File: src/rtl/fp_pkg.sv
// Shared floating-point definitions for the coprocessor-1 datapaths.
//
// Contents:
//   FP_BIAS          single-precision exponent bias
//   FP_EXP_SPECIAL   biased exponent of NaN / infinity
//   INT_MAX/INT_MIN  32-bit two's-complement limits
//   FP_NEG_2_31      encoding of -2^31, the only e = 31 value that converts
//   cvt_state_t      state encoding of the float-to-int converter
package fp_pkg;

  localparam int unsigned FP_BIAS        = 127;
  localparam logic [7:0]  FP_EXP_SPECIAL = 8'hFF;
  localparam logic [31:0] INT_MAX        = 32'h7FFF_FFFF;
  localparam logic [31:0] INT_MIN        = 32'h8000_0000;
  localparam logic [31:0] FP_NEG_2_31    = 32'hCF00_0000;

  typedef enum logic [1:0] {
    IDLE  = 2'd0,
    SHIFT = 2'd1,
    FIX   = 2'd2
  } cvt_state_t;

endpackage

File: src/rtl/fp_unpack.sv
// Combinational unpacker for an IEEE-754 single-precision operand.
// Splits the fields and classifies the value for the converter and the
// add/sub path.
//
// Ports:
//   float_in   in   32  operand
//   sign       out  1   sign bit
//   frac       out  23  fraction field (hidden bit not included)
//   exp_unb    out  9   signed unbiased exponent e = E - 127
//   zero       out  1   +0 or -0
//   special    out  1   NaN or infinity (E = 255)
//   too_large  out  1   finite, e >= 31, and not exactly -2^31
//   exact_min  out  1   operand is exactly -2^31
module fp_unpack
  import fp_pkg::*;
(
  input  logic [31:0]       float_in,
  output logic              sign,
  output logic [22:0]       frac,
  output logic signed [8:0] exp_unb,
  output logic              zero,
  output logic              special,
  output logic              too_large,
  output logic              exact_min
);

  logic [7:0] exp_biased;

  assign sign       = float_in[31];
  assign exp_biased = float_in[30:23];
  assign frac       = float_in[22:0];

  // Modular 9-bit subtraction, reinterpreted as signed: range -127..128.
  assign exp_unb    = signed'({1'b0, exp_biased} - 9'(FP_BIAS));

  assign zero       = (float_in[30:0] == 31'd0);
  assign special    = (exp_biased == FP_EXP_SPECIAL);
  assign exact_min  = (float_in == FP_NEG_2_31);
  assign too_large  = !special && !exact_min && (exp_unb >= 9'sd31);

endmodule

File: src/rtl/fp_to_int_converter.sv
// Multi-cycle IEEE-754 single -> 32-bit signed integer converter
// (cvt.w.s / trunc.w.s). The significand is denormalized one bit per cycle,
// optionally rounded, then sign-applied and registered.
//
// Configuration macro:
//   FP_CVT_ROUND_NEAREST_EN  defined   -> round to nearest, ties to even
//                            undefined -> truncate toward zero
//   Latency is the same in both builds.
//
// Ports:
//   clk       in   1   clock, rising edge
//   reset     in   1   synchronous, active-high
//   start     in   1   request a conversion (sampled only when idle)
//   float_in  in   32  operand, captured on the accepting edge
//   busy      out  1   conversion in flight
//   done      out  1   one-cycle pulse: int_out / invalid are fresh
//   int_out   out  32  signed result, held until the next done
//   invalid   out  1   NaN, infinity or out of range, held with int_out
module fp_to_int_converter
  import fp_pkg::*;
(
  input  logic        clk,
  input  logic        reset,
  input  logic        start,
  input  logic [31:0] float_in,
  output logic        busy,
  output logic        done,
  output logic [31:0] int_out,
  output logic        invalid
);

  logic              u_sign;
  logic [22:0]       u_frac;
  logic signed [8:0] u_exp;
  logic              u_zero;
  logic              u_special;
  logic              u_too_large;
  logic              u_exact_min;

  fp_unpack u_unpack (
    .float_in  (float_in),
    .sign      (u_sign),
    .frac      (u_frac),
    .exp_unb   (u_exp),
    .zero      (u_zero),
    .special   (u_special),
    .too_large (u_too_large),
    .exact_min (u_exact_min)
  );

  cvt_state_t  state;
  logic [4:0]  count;
  logic [31:0] mag;
  logic        sign_r;
  logic        left_r;
  logic        inv_r;
`ifdef FP_CVT_ROUND_NEAREST_EN
  logic        guard;
  logic        sticky;
`endif

  logic        accept;
  logic [31:0] load_mag;
  logic [4:0]  load_count;
  logic        load_sign;
  logic        load_left;
  logic        load_invalid;
  logic        load_sticky;
  logic [31:0] rounded;
  logic [31:0] result;

  assign accept = (state == IDLE) && start;

  // Classification at the accepting edge.
  always_comb begin
    // NOTE: every output gets a default first so no path leaves one
    // unassigned, which would otherwise infer a latch.
    load_mag     = {8'd0, 1'b1, u_frac};
    load_count   = 5'd0;
    load_sign    = u_sign;
    load_left    = 1'b0;
    load_invalid = 1'b0;
    load_sticky  = 1'b0;
    if (u_special || u_too_large) begin
      load_invalid = 1'b1;
      load_mag     = '0;
    end else if (u_exact_min) begin
      // Negating 0x80000000 yields itself, so FIX produces INT_MIN directly.
      load_mag  = INT_MIN;
      load_sign = 1'b1;
    end else if (u_zero || u_exp < -9'sd1) begin
      // Below 0.5 in magnitude: integer part is zero, only stickiness remains.
      load_mag    = '0;
      load_sticky = !u_zero;
    end else if (u_exp <= 9'sd23) begin
      load_count = 5'(9'sd23 - u_exp);
    end else begin
      load_count = 5'(u_exp - 9'sd23);
      load_left  = 1'b1;
    end
  end

  always_comb begin
`ifdef FP_CVT_ROUND_NEAREST_EN
    // Round up when above half, or exactly half with an odd LSB.
    rounded = mag + {31'd0, guard & (sticky | mag[0])};
`else
    rounded = mag;
`endif
    result = sign_r ? (~rounded + 32'd1) : rounded;
  end

  // Control and visible outputs.
  always_ff @(posedge clk) begin
    if (reset) begin
      // NOTE: sequential state uses non-blocking assignments so every
      // register samples pre-edge values regardless of statement order.
      state   <= IDLE;
      busy    <= 1'b0;
      done    <= 1'b0;
      int_out <= '0;
      invalid <= 1'b0;
    end else begin
      done <= 1'b0;
      case (state)
        IDLE: begin
          if (start) begin
            busy  <= 1'b1;
            state <= (load_count != 5'd0) ? SHIFT : FIX;
          end
        end
        SHIFT: begin
          if (count == 5'd1) state <= FIX;
        end
        FIX: begin
          int_out <= inv_r ? INT_MAX : result;
          invalid <= inv_r;
          done    <= 1'b1;
          busy    <= 1'b0;
          state   <= IDLE;
        end
        default: state <= IDLE;
      endcase
    end
  end

  // NOTE: the shift datapath has no reset; it is always loaded on the
  // accepting edge before any of it is observed.
  always_ff @(posedge clk) begin
    if (accept) begin
      mag    <= load_mag;
      count  <= load_count;
      sign_r <= load_sign;
      left_r <= load_left;
      inv_r  <= load_invalid;
`ifdef FP_CVT_ROUND_NEAREST_EN
      guard  <= 1'b0;
      sticky <= load_sticky;
`endif
    end else if (state == SHIFT) begin
      count <= count - 5'd1;
      if (left_r) begin
        mag <= {mag[30:0], 1'b0};
      end else begin
        mag <= {1'b0, mag[31:1]};
`ifdef FP_CVT_ROUND_NEAREST_EN
        guard  <= mag[0];
        sticky <= sticky | guard;
`endif
      end
    end
  end

`ifndef FP_CVT_ROUND_NEAREST_EN
  // Sticky information is irrelevant when truncating.
  logic unused_sticky;
  assign unused_sticky = load_sticky;
`endif

endmodule
File: config.mk
export PLATFORM = sky130hd
export DESIGN_NAME = fp_to_int_converter
export DESIGN_NICKNAME = d
export VERILOG_FILES = /design/src/rtl/fp_pkg.sv /design/src/rtl/fp_unpack.sv /design/src/rtl/fp_to_int_converter.sv
export SDC_FILE = /design/constraint.sdc
export NUM_CORES = 1
export LEC_CHECK = 0
export CORE_MARGIN = 2
export CORE_UTILIZATION = 50
export DETAILED_ROUTE_END_ITERATION = 16
export PLACE_DENSITY = 0.75
export SYNTH_ARGS = -nofsm -noshare
export SYNTH_HDL_FRONTEND = slang
export SYNTH_HIERARCHICAL = 1
export SYNTH_SLANG_ARGS = --single-unit
File: constraint.sdc
create_clock -name clk -period 5.3 [get_ports clk]
set_input_delay 1.59 -clock clk [delete_from_list [all_inputs] [get_ports clk]]
set_output_delay 1.59 -clock clk [all_outputs]
set_load 0.05 [all_outputs]
# --- Word-level counts from Yosys, hierarchy flattened ---
# Index checks and enable logic that the tools add are counted.
totals:
  elab_cells: 66
  register_bits: 77
  out_inout_bits: 35
  inputBits: 35
classes:
  eq_ne: 7
  mux: 25
  addsub: 5
  n_lt_le_gt_ge: 3
  reduce_logical: 15
  n_bitwise: 1
ops:
  columns: ["operator", "n"]
  rows:
  - ["$mux 32", 7]
  - ["$add 32x1->32 const B", 1]
  - ["$eq 32x32->1 const B", 1]
  - ["$not 32->32", 1]
  - ["$logic_not 31->1", 1]
  - ["$mux 5", 6]
  - ["$mux 24", 1]
  - ["$ge 9x6->1 const B", 1]
  - ["$le 9x6->1 const B", 1]
  - ["$lt 9x1->1 const B", 1]
  - ["$sub 8x7->9 const B", 1]
  - ["$eq 8x8->1 const B", 1]
  - ["$mux 1", 6]
  - ["$mux 2", 3]
  - ["$eq 5x1->1 const B", 1]
  - ["$reduce_bool 5->1", 1]
  - ["$sub 5x1->5 const B", 1]
  - ["$sub 5x5->5 const A", 1]
  - ["$sub 5x5->5 const B", 1]
  - ["$ne 2x2->1 const B", 2]
  - ["$pmux 2 s2", 1]
  - ["$reduce_and 2->1", 2]
  - ["$reduce_bool 2->1", 2]
  - ["$logic_and 1x1->1", 3]
  - ["7 further kinds", 9]

# --- Logic depth before layout (Yosys ltp) ---
# Gate-level depths: netlist (run 1).
depth:
  depth_word: 10
  ltp_mapped: 11
  depth_no_buf: 11

# --- By module ---
# Netlist (run 1), hierarchy kept.
modules_own_cells:
  columns: ["mod", "instances", "cells_per_inst", "area_each_um2"]
  rows:
  - ["fp_to_int_converter", 1, 419, 4149.0]
  - ["fp_unpack", 1, 69, 496.7]

# --- Worst setup path after synthesis (run 1) ---
# OpenSTA, ideal clock, no wires.
synth_path:
  kind: "input port to flip-flop"
  from: "input float_in[2]"
  to: "register mag[0] (data pin)"
  t_arrival_ns: 3.711
  setup_slack_ns: 1.419
  stages: 10
  path_cell_list: "nor4_1 -> nand4_1 -> nor4_2 -> a311oi_1 -> nor2_1 -> inv_1 -> nor4b_2 -> clkbuf_1 -> nand3_1 -> o31ai_1"
synth_via:
  elab_chain_len: 7
  elab_cells_between_ends: 11
  cone_classes: "eq/ne: 1; mux: 4; reduce/logical: 6"
synth_rtl:
  columns: ["item", "line", "source"]
  rows:
  - ["start: declaration", "fp_to_int_converter.sv:25", "input logic [31:0] float_in,"]
  - ["$eq 32x32->1", "fp_unpack.sv:38", "assign exact_min = (float_in == FP_NEG_2_31);"]
  - ["named net u_exact_min", "fp_to_int_converter.sv:38", "logic u_exact_min;"]
  - ["$logic_not 1->1", "fp_unpack.sv:39", "assign too_large = !special && !exact_min && (exp_unb >= 9'sd31);"]
  - ["$logic_and 1x1->1 (2 in a row)", "fp_unpack.sv:39", null]
  - ["named net u_too_large", "fp_to_int_converter.sv:37", "logic u_too_large;"]
  - ["$logic_or 1x1->1", "fp_to_int_converter.sv:84", "if (u_special || u_too_large) begin"]
  - ["$mux 32", "fp_to_int_converter.sv:84", null]
  - ["$mux 32", "fp_to_int_converter.sv:150", "if (accept) begin"]
  - ["end signal: assignment", "fp_to_int_converter.sv:151", "mag <= load_mag;"]
  - ["end signal: assignment", "fp_to_int_converter.sv:163", "mag <= {mag[30:0], 1'b0};"]
  - ["end signal: assignment", "fp_to_int_converter.sv:165", "mag <= {1'b0, mag[31:1]};"]
  - ["end: declaration", "fp_to_int_converter.sv:53", "logic [31:0] mag;"]
# The timed path passes the listed nets, and every way through them passes these cells.
# A chain may end at the register's enable or synchronous reset.

# --- Worst setup path after layout (run 1) ---
layout_path:
  from: "input float_in[23]"
  to: "register mag[19] (data pin)"
# Same word-level chain as after synthesis.

==> impl_metrics.json, run 1 <==
{
  "yosysMostFrequentCell": "nor2_1",
  "clk_latency_ns": 0.36,
  "hp-class": "reg -> reg",
  "root_buffer": "clkbuf_8",
  "die_w_um": 100.4,
  "gp_routability_congestion": 0.9000,
  "dr.pass1.iters": 4,
  "syn_to_final_growth_pct": 16.94,
  "die-area_um2": 10080,
  "end_kind": "flip-flop",
  "synthFlopType": "edfxtp_1",
  "period_share_pct": 81.50,
  "cts_tree": "done",
  "path_max_fanout": 25,
  "grt_max_degree": 69,
  "port_buffers": 69,
  "synth_edf_count": 40,
  "numClockSinks": 77,
  "grt.total_usage_pct": 20.38,
  "synth_common_cells": "54 x nor2_1, 40 x edfxtp_1, 38 x o21ai_0, 37 x dfxtp_1",
  "synth.avg_cell_area_um2": 9.520,
  "critPathRequiredTime_ns": 5.49,
  "max-cap-violations": 0,
  "synth-async-reset-ratio_pct": 0,
  "clockBufferDepth": 2,
  "wire_per_inst_um": 15.35,
  "grt_pass1_vias": 3341,
  "synth_warnings": 6,
  "post_cts_buffers": 0,
  "synth_top_area_share_pct": 25.86,
  "fin_skew_ns": 0.01243,
  "syn_inst": 488,
  "startpoint_type": "input port",
  "outcome": "complete, no violations",
  "grt_overflow": 0,
  "num_rows": 35,
  "slew_viol_final": 0,
  "worst-r2r-cell-count": 6,
  "syn-cell-area_um2": 4646,
  "drt_drc_violations_left": 0,
  "h-tree-depth": 3,
  "rrSetupSlack_ns": 2.91,
  "die_h_um": 100.4,
  "final_nets": 568,
  "detail_route.wirelength_mm": 9.839,
  "synth_nets": 531,
  "worst-slew-pin-transition_ns": 0.8843,
  "worstHoldEndpoint": "invalid",
  "slew_headroom_pct": 41.05,
  "holdPathStages": 2,
  "rsz0062_at_grt": "no",
  "final_core_util_pct": 59.64,
  "hp-start": "invalid",
  "ios": 70,
  "drive_gt1_share_pct": 7.547,
  "initial_utilization_pct": 51.00,
  "antenna_found_initial": 0,
  "grt_pass1_wl_mm": 16.44,
  "max_freq_ghz": 0.2315,
  "synth_area_leaders": "edfxtp_1 26%, dfxtp_1 16%, mux2i_1 6.9%",
  "postCtsResizedCells": 0,
  "ant_nets": 0,
  "powerDensity_nw_per_um2": 336.7,
  "drt-initial-drc-count": 185,
  "place_hpwl_mm": 7.277,
  "setup_viol": 0,
  "coreArea_um2": 9109,
  "finalSetupTns_ns": 0,
  "diodes": 0,
  "criticalPathCategory": "in -> reg",
  "synth_top_area_cell": "edfxtp_1",
  "rr_endpoint": "int_out[25]",
  "clkSlewWorstSetupHoldPaths_ns": 0.07,
  "cts_hold_buffers": 0,
  "vias": 3694,
  "synthDistinctLibCells": 49,
  "cts_inserted_buffers": 9,
  "hold_viol": 0,
  "p_leak_nw": 1.924,
  "ir_drop_mv": 0.1249,
  "reg2reg_from": "mag[5]",
  "yosysSeqAreaShare_pct": 41.80,
  "synth_seq_cells": 77,
  "cp.arrival_ns": 4.51,
  "worst_hold_slack_ns": 0.4551,
  "finalCriticalPeriod_ns": 4.319,
  "finalPower_w": 0.001829,
  "via_per_inst": 5.763
}
## layout make-up
cell class	count	area [um2]
fillers	789	3676
clock inverters	4	25.02
flip-flops and latches	77	1942
well taps	111	138.9
repair buffers	77	750.7
inverters	15	56.30
multi-input cells	345	2385
clock buffers	12	135.1
## through the flow
step	std cells	setup slack (ns)	instance area (um2)
3_5_place_dp	625	0.6155	5273
6_report	641	0.9807	5433
5_1_grt	641	0.6379	5433
4_1_cts	641	0.9864	5433
3_3_place_gp	625	0.6818	5273
2_1_floorplan	488	1.419	4646
## flip-flops by register name (all words and copies together) (netlist names)
register / flops
int_out: 32
invalid: 1
state: 2
inv_r: 1
count: 5
mag: 32
busy: 1
sign_r: 1
done: 1
left_r: 1
## worst max path at each step
stage	startpoint	to
after floorplan	float_in[2]	mag[0]
after global placement	float_in[23]	mag[0]
after detailed placement	float_in[23]	mag[21]
after CTS	float_in[23]	mag[21]
after global routing	float_in[23]	mag[17]
final	float_in[23]	mag[19]
## kinds of logic after synthesis
logic type	Yosys count	synth area share (%)
compound gates	104	15.14
xor+xnor	44	8.457
fa+ha+maj	8	2.155
buf+inv	66	7.272
flops	77	41.80
mux	32	6.895
simple gates	157	18.29
## metal layers
metal  global-route usage (%)  up-vias  wire length (um)
met5                        0        -                 0
met4                    6.112        0               148
met3                    4.805       13               620
met2                    29.99      112              4292
met1                    29.76     1719              4777
li1                         -     1850                 -
## layout by cell type (no fill, tap or decap), types with 5 or more instances in the layout
master           netlist  layout
clkdlybuf4s50_1        0      69
nor2_1                54      53
edfxtp_1              40      40
o21ai_0               38      38
dfxtp_1               37      37
nand3_1               32      32
mux2i_1               32      32
xor2_1                29      29
a211oi_1              23      23
nand2_1               17      17
inv_1                 15      15
xnor2_1               14      14
nor4_1                11      11
o31ai_1               11      11
o22ai_1               10      10
clkbuf_8               0       9
nor3_1                 8       8
ha_1                   8       8
buf_4                 24       8
nand4_1                5       5
a21oi_1                5       5
## power by group
group	internal [W]	leakage (nW)	switching, W
clock network	0.000169	0.0780	0.000209
registers	0.000754	0.706	0.000117
logic	0.000235	1.14	0.000345
total	0.00116	1.92	0.000672
## worst max-delay path: stages
cell and delay, ns:
clkdlybuf4s50_1 0.55, nor4_1 0.39, nand4_1 0.21, nor4_2 0.52
a311oi_1 0.10, nor2_1 0.20, inv_1 0.11, nor4b_4 0.29
buf_4 0.32, nand3_1 0.12, o21ai_0 0.11
(Power assumes the default switching activity.)
==> inputs of run 2 (changes only) <==
Settings changed: CORE_UTILIZATION 50 to 49, PLACE_DENSITY 0.75 to 0.76.
Clock period 5.3 ns to 3.8 ns, I/O delays scaled along.
==> impl_metrics.json, run 2 (synthesized netlist as in run 1, its figures left out) <==
{
  "startpoint_type": "input port",
  "die_h_um": 101.4,
  "die-area_um2": 10280,
  "finalCriticalPeriod_ns": 3.522,
  "period_share_pct": 92.67,
  "ir_drop_mv": 0.2291,
  "holdPathStages": 2,
  "fillers": 771,
  "postCtsResizedCells": 0,
  "num_rows": 35,
  "place_hpwl_mm": 7.645,
  "hold_viol": 0,
  "slew_viol_final": 0,
  "vias": 3770,
  "worst-slew-pin-transition_ns": 0.8953,
  "comb_power_share_pct": 30.7,
  "dp_cells": 664,
  "netSwitchingFraction_pct": 35.28,
  "max_freq_ghz": 0.2840,
  "p_int_w": 0.001772,
  "fin_skew_ns": 0.01183,
  "diodes": 0,
  "rsz0062_at_grt": "no",
  "detail_route.wirelength_mm": 9.993,
  "grt_pass1_vias": 3469,
  "slowest_delay_ns": 0.64,
  "port_buffers": 69,
  "reg_top3": "int_out (32), mag (32), count (5)",
  "antenna_found_initial": 0,
  "die_w_um": 101.4,
  "fin_cells": 681,
  "finalPower_w": 0.002738,
  "grt_pass1_wl_mm": 16.77,
  "drt-initial-drc-count": 230,
  "clkSlewWorstSetupHoldPaths_ns": 0.08,
  "p_sw_w": 0.0009661,
  "clk_latency_ns": 0.35,
  "h-tree-depth": 3,
  "slew_headroom_pct": 40.31,
  "cts_hold_buffers": 0,
  "drive_gt1_share_pct": 11.78,
  "hp-class": "reg -> reg",
  "setup_viol": 0,
  "criticalPathCategory": "in -> reg",
  "mostFrequentLayoutCells": "69 x clkdlybuf4s50_1, 53 x nor2_1, 40 x edfxtp_1, 38 x o21ai_0, 37 x dfxtp_1",
  "powerDensity_nw_per_um2": 479.9,
  "cts_tree": "done",
  "grt_max_degree": 68,
  "via_per_inst": 5.536,
  "cp.arrival_ns": 3.76,
  "root_buffer": "clkbuf_8",
  "critPathRequiredTime_ns": 4.04,
  "wire_per_inst_um": 14.67,
  "grt.total_usage_pct": 20.23,
  "initial_utilization_pct": 50.28,
  "final_common_cell": "clkdlybuf4s50_1",
  "drt_drc_violations_left": 0,
  "pwr-share-seq_pct": 44.4,
  "path_max_fanout": 9,
  "end_kind": "flip-flop",
  "clkPwrFrac_pct": 24.9,
  "max-cap-violations": 0,
  "crit_chain": "clkdlybuf4s50_1, nand3_4, nor3_1, xor2_1, inv_1, nor4_1, a221oi_2, buf_4, o311a_1, a31oi_1, o21ai_0",
  "final_nets": 590,
  "coreArea_um2": 9240,
  "gp_routability_congestion": 0.8304,
  "ant_nets": 0,
  "grt_overflow": 0,
  "clockBufferDepth": 2,
  "dr.pass1.iters": 4,
  "p_leak_nw": 2.066,
  "final_core_util_pct": 61.75,
  "numClockSinks": 77,
  "worst-r2r-cell-count": 6,
  "worst_hold_slack_ns": 0.4585,
  "syn_to_final_growth_pct": 22.81,
  "post_cts_buffers": 0,
  "slowest_stage": "clkdlybuf4s50_1",
  "outcome": "complete, no violations",
  "cts_inserted_buffers": 9,
  "ios": 70
}
-- run 2: changes by cell type in the layout (fill, tap and decap cells not counted) --
cell / change
clkinvlp_4: +1
clkbuf_1: -3
buf_12: +2
clkinv_4: -1
buf_4: +20
clkinv_2: -1
inv_6: +2
bufinv_16: +2
-- run 2: power groups by stage --
stage / Clock (W) / Combinational [W] / Sequential (W)
after floorplan: 0 / 0.000465 / 0.00133
after global placement: 0 / 0.000820 / 0.00123
after detailed placement: 0 / 0.000842 / 0.00124
after CTS: 0.000688 / 0.000842 / 0.00122
after global routing: 0.000725 / 0.000913 / 0.00124
final: 0.000681 / 0.000841 / 0.00122
-- run 2: final cells by class --
class                   instances  area, um2  area share [%]
clock buffers                   9      123.9           2.171
clock inverters                 7      96.34           1.689
multi-input cells             345       2385           41.80
flip-flops and latches         77       1942           34.04
well taps                     129      161.4           2.829
repair buffers                 99      940.9           16.49
inverters                      15      56.30          0.9868
-- run 2: critical path: cells and delay by family --
kind	cells	cell delay, ns
and+or+nand+nor	3	0.79
AOI/OAI and AO/OA	4	0.70
xor gates and xnor gates	1	0.22
buffers and inverters	3	0.91
-- run 2: final timing paths --
check / start / endpoint / slack, ns
setup / recovery: float_in[25] / state[0] / 0.28
hold / removal: invalid / invalid / 0.46
setup reg to reg: mag[8] / int_out[28] / 1.43
hold reg to reg: invalid / invalid / 0.46
-- run 2: metal layers --
| layer | share of wire (%) | global-route usage (%) | up-vias |
|---|---|---|---|
| met5 | 0 | 0 | - |
| met4 | 1.1 | 5.613 | 0 |
| met3 | 5.4 | 3.244 | 8 |
| met2 | 45 | 31.43 | 119 |
| met1 | 48 | 29.36 | 1743 |
| li1 | - | - | 1900 |
-- run 2: through the flow --
step | setup WS (ns) | instance area [um2] | TNS [ns]
finish | 0.2784 | 5705 | 0
detailed placement | -0.1198 | 5478 | -0.2837
global route | 0.01842 | 5705 | 0
CTS | 0.2629 | 5698 | 0
floorplan | 0.3690 | 4646 | 0
global placement | -0.01312 | 5478 | -0.02493
==> inputs of run 3 (changes only) <==
Settings changed: ABC_CLOCK_PERIOD_IN_PS from default to 3800, CTS_CLUSTER_SIZE from default to 16.
==> results of run 3 <==
The final DEF is identical to that of run 2; final timing and power are the same.
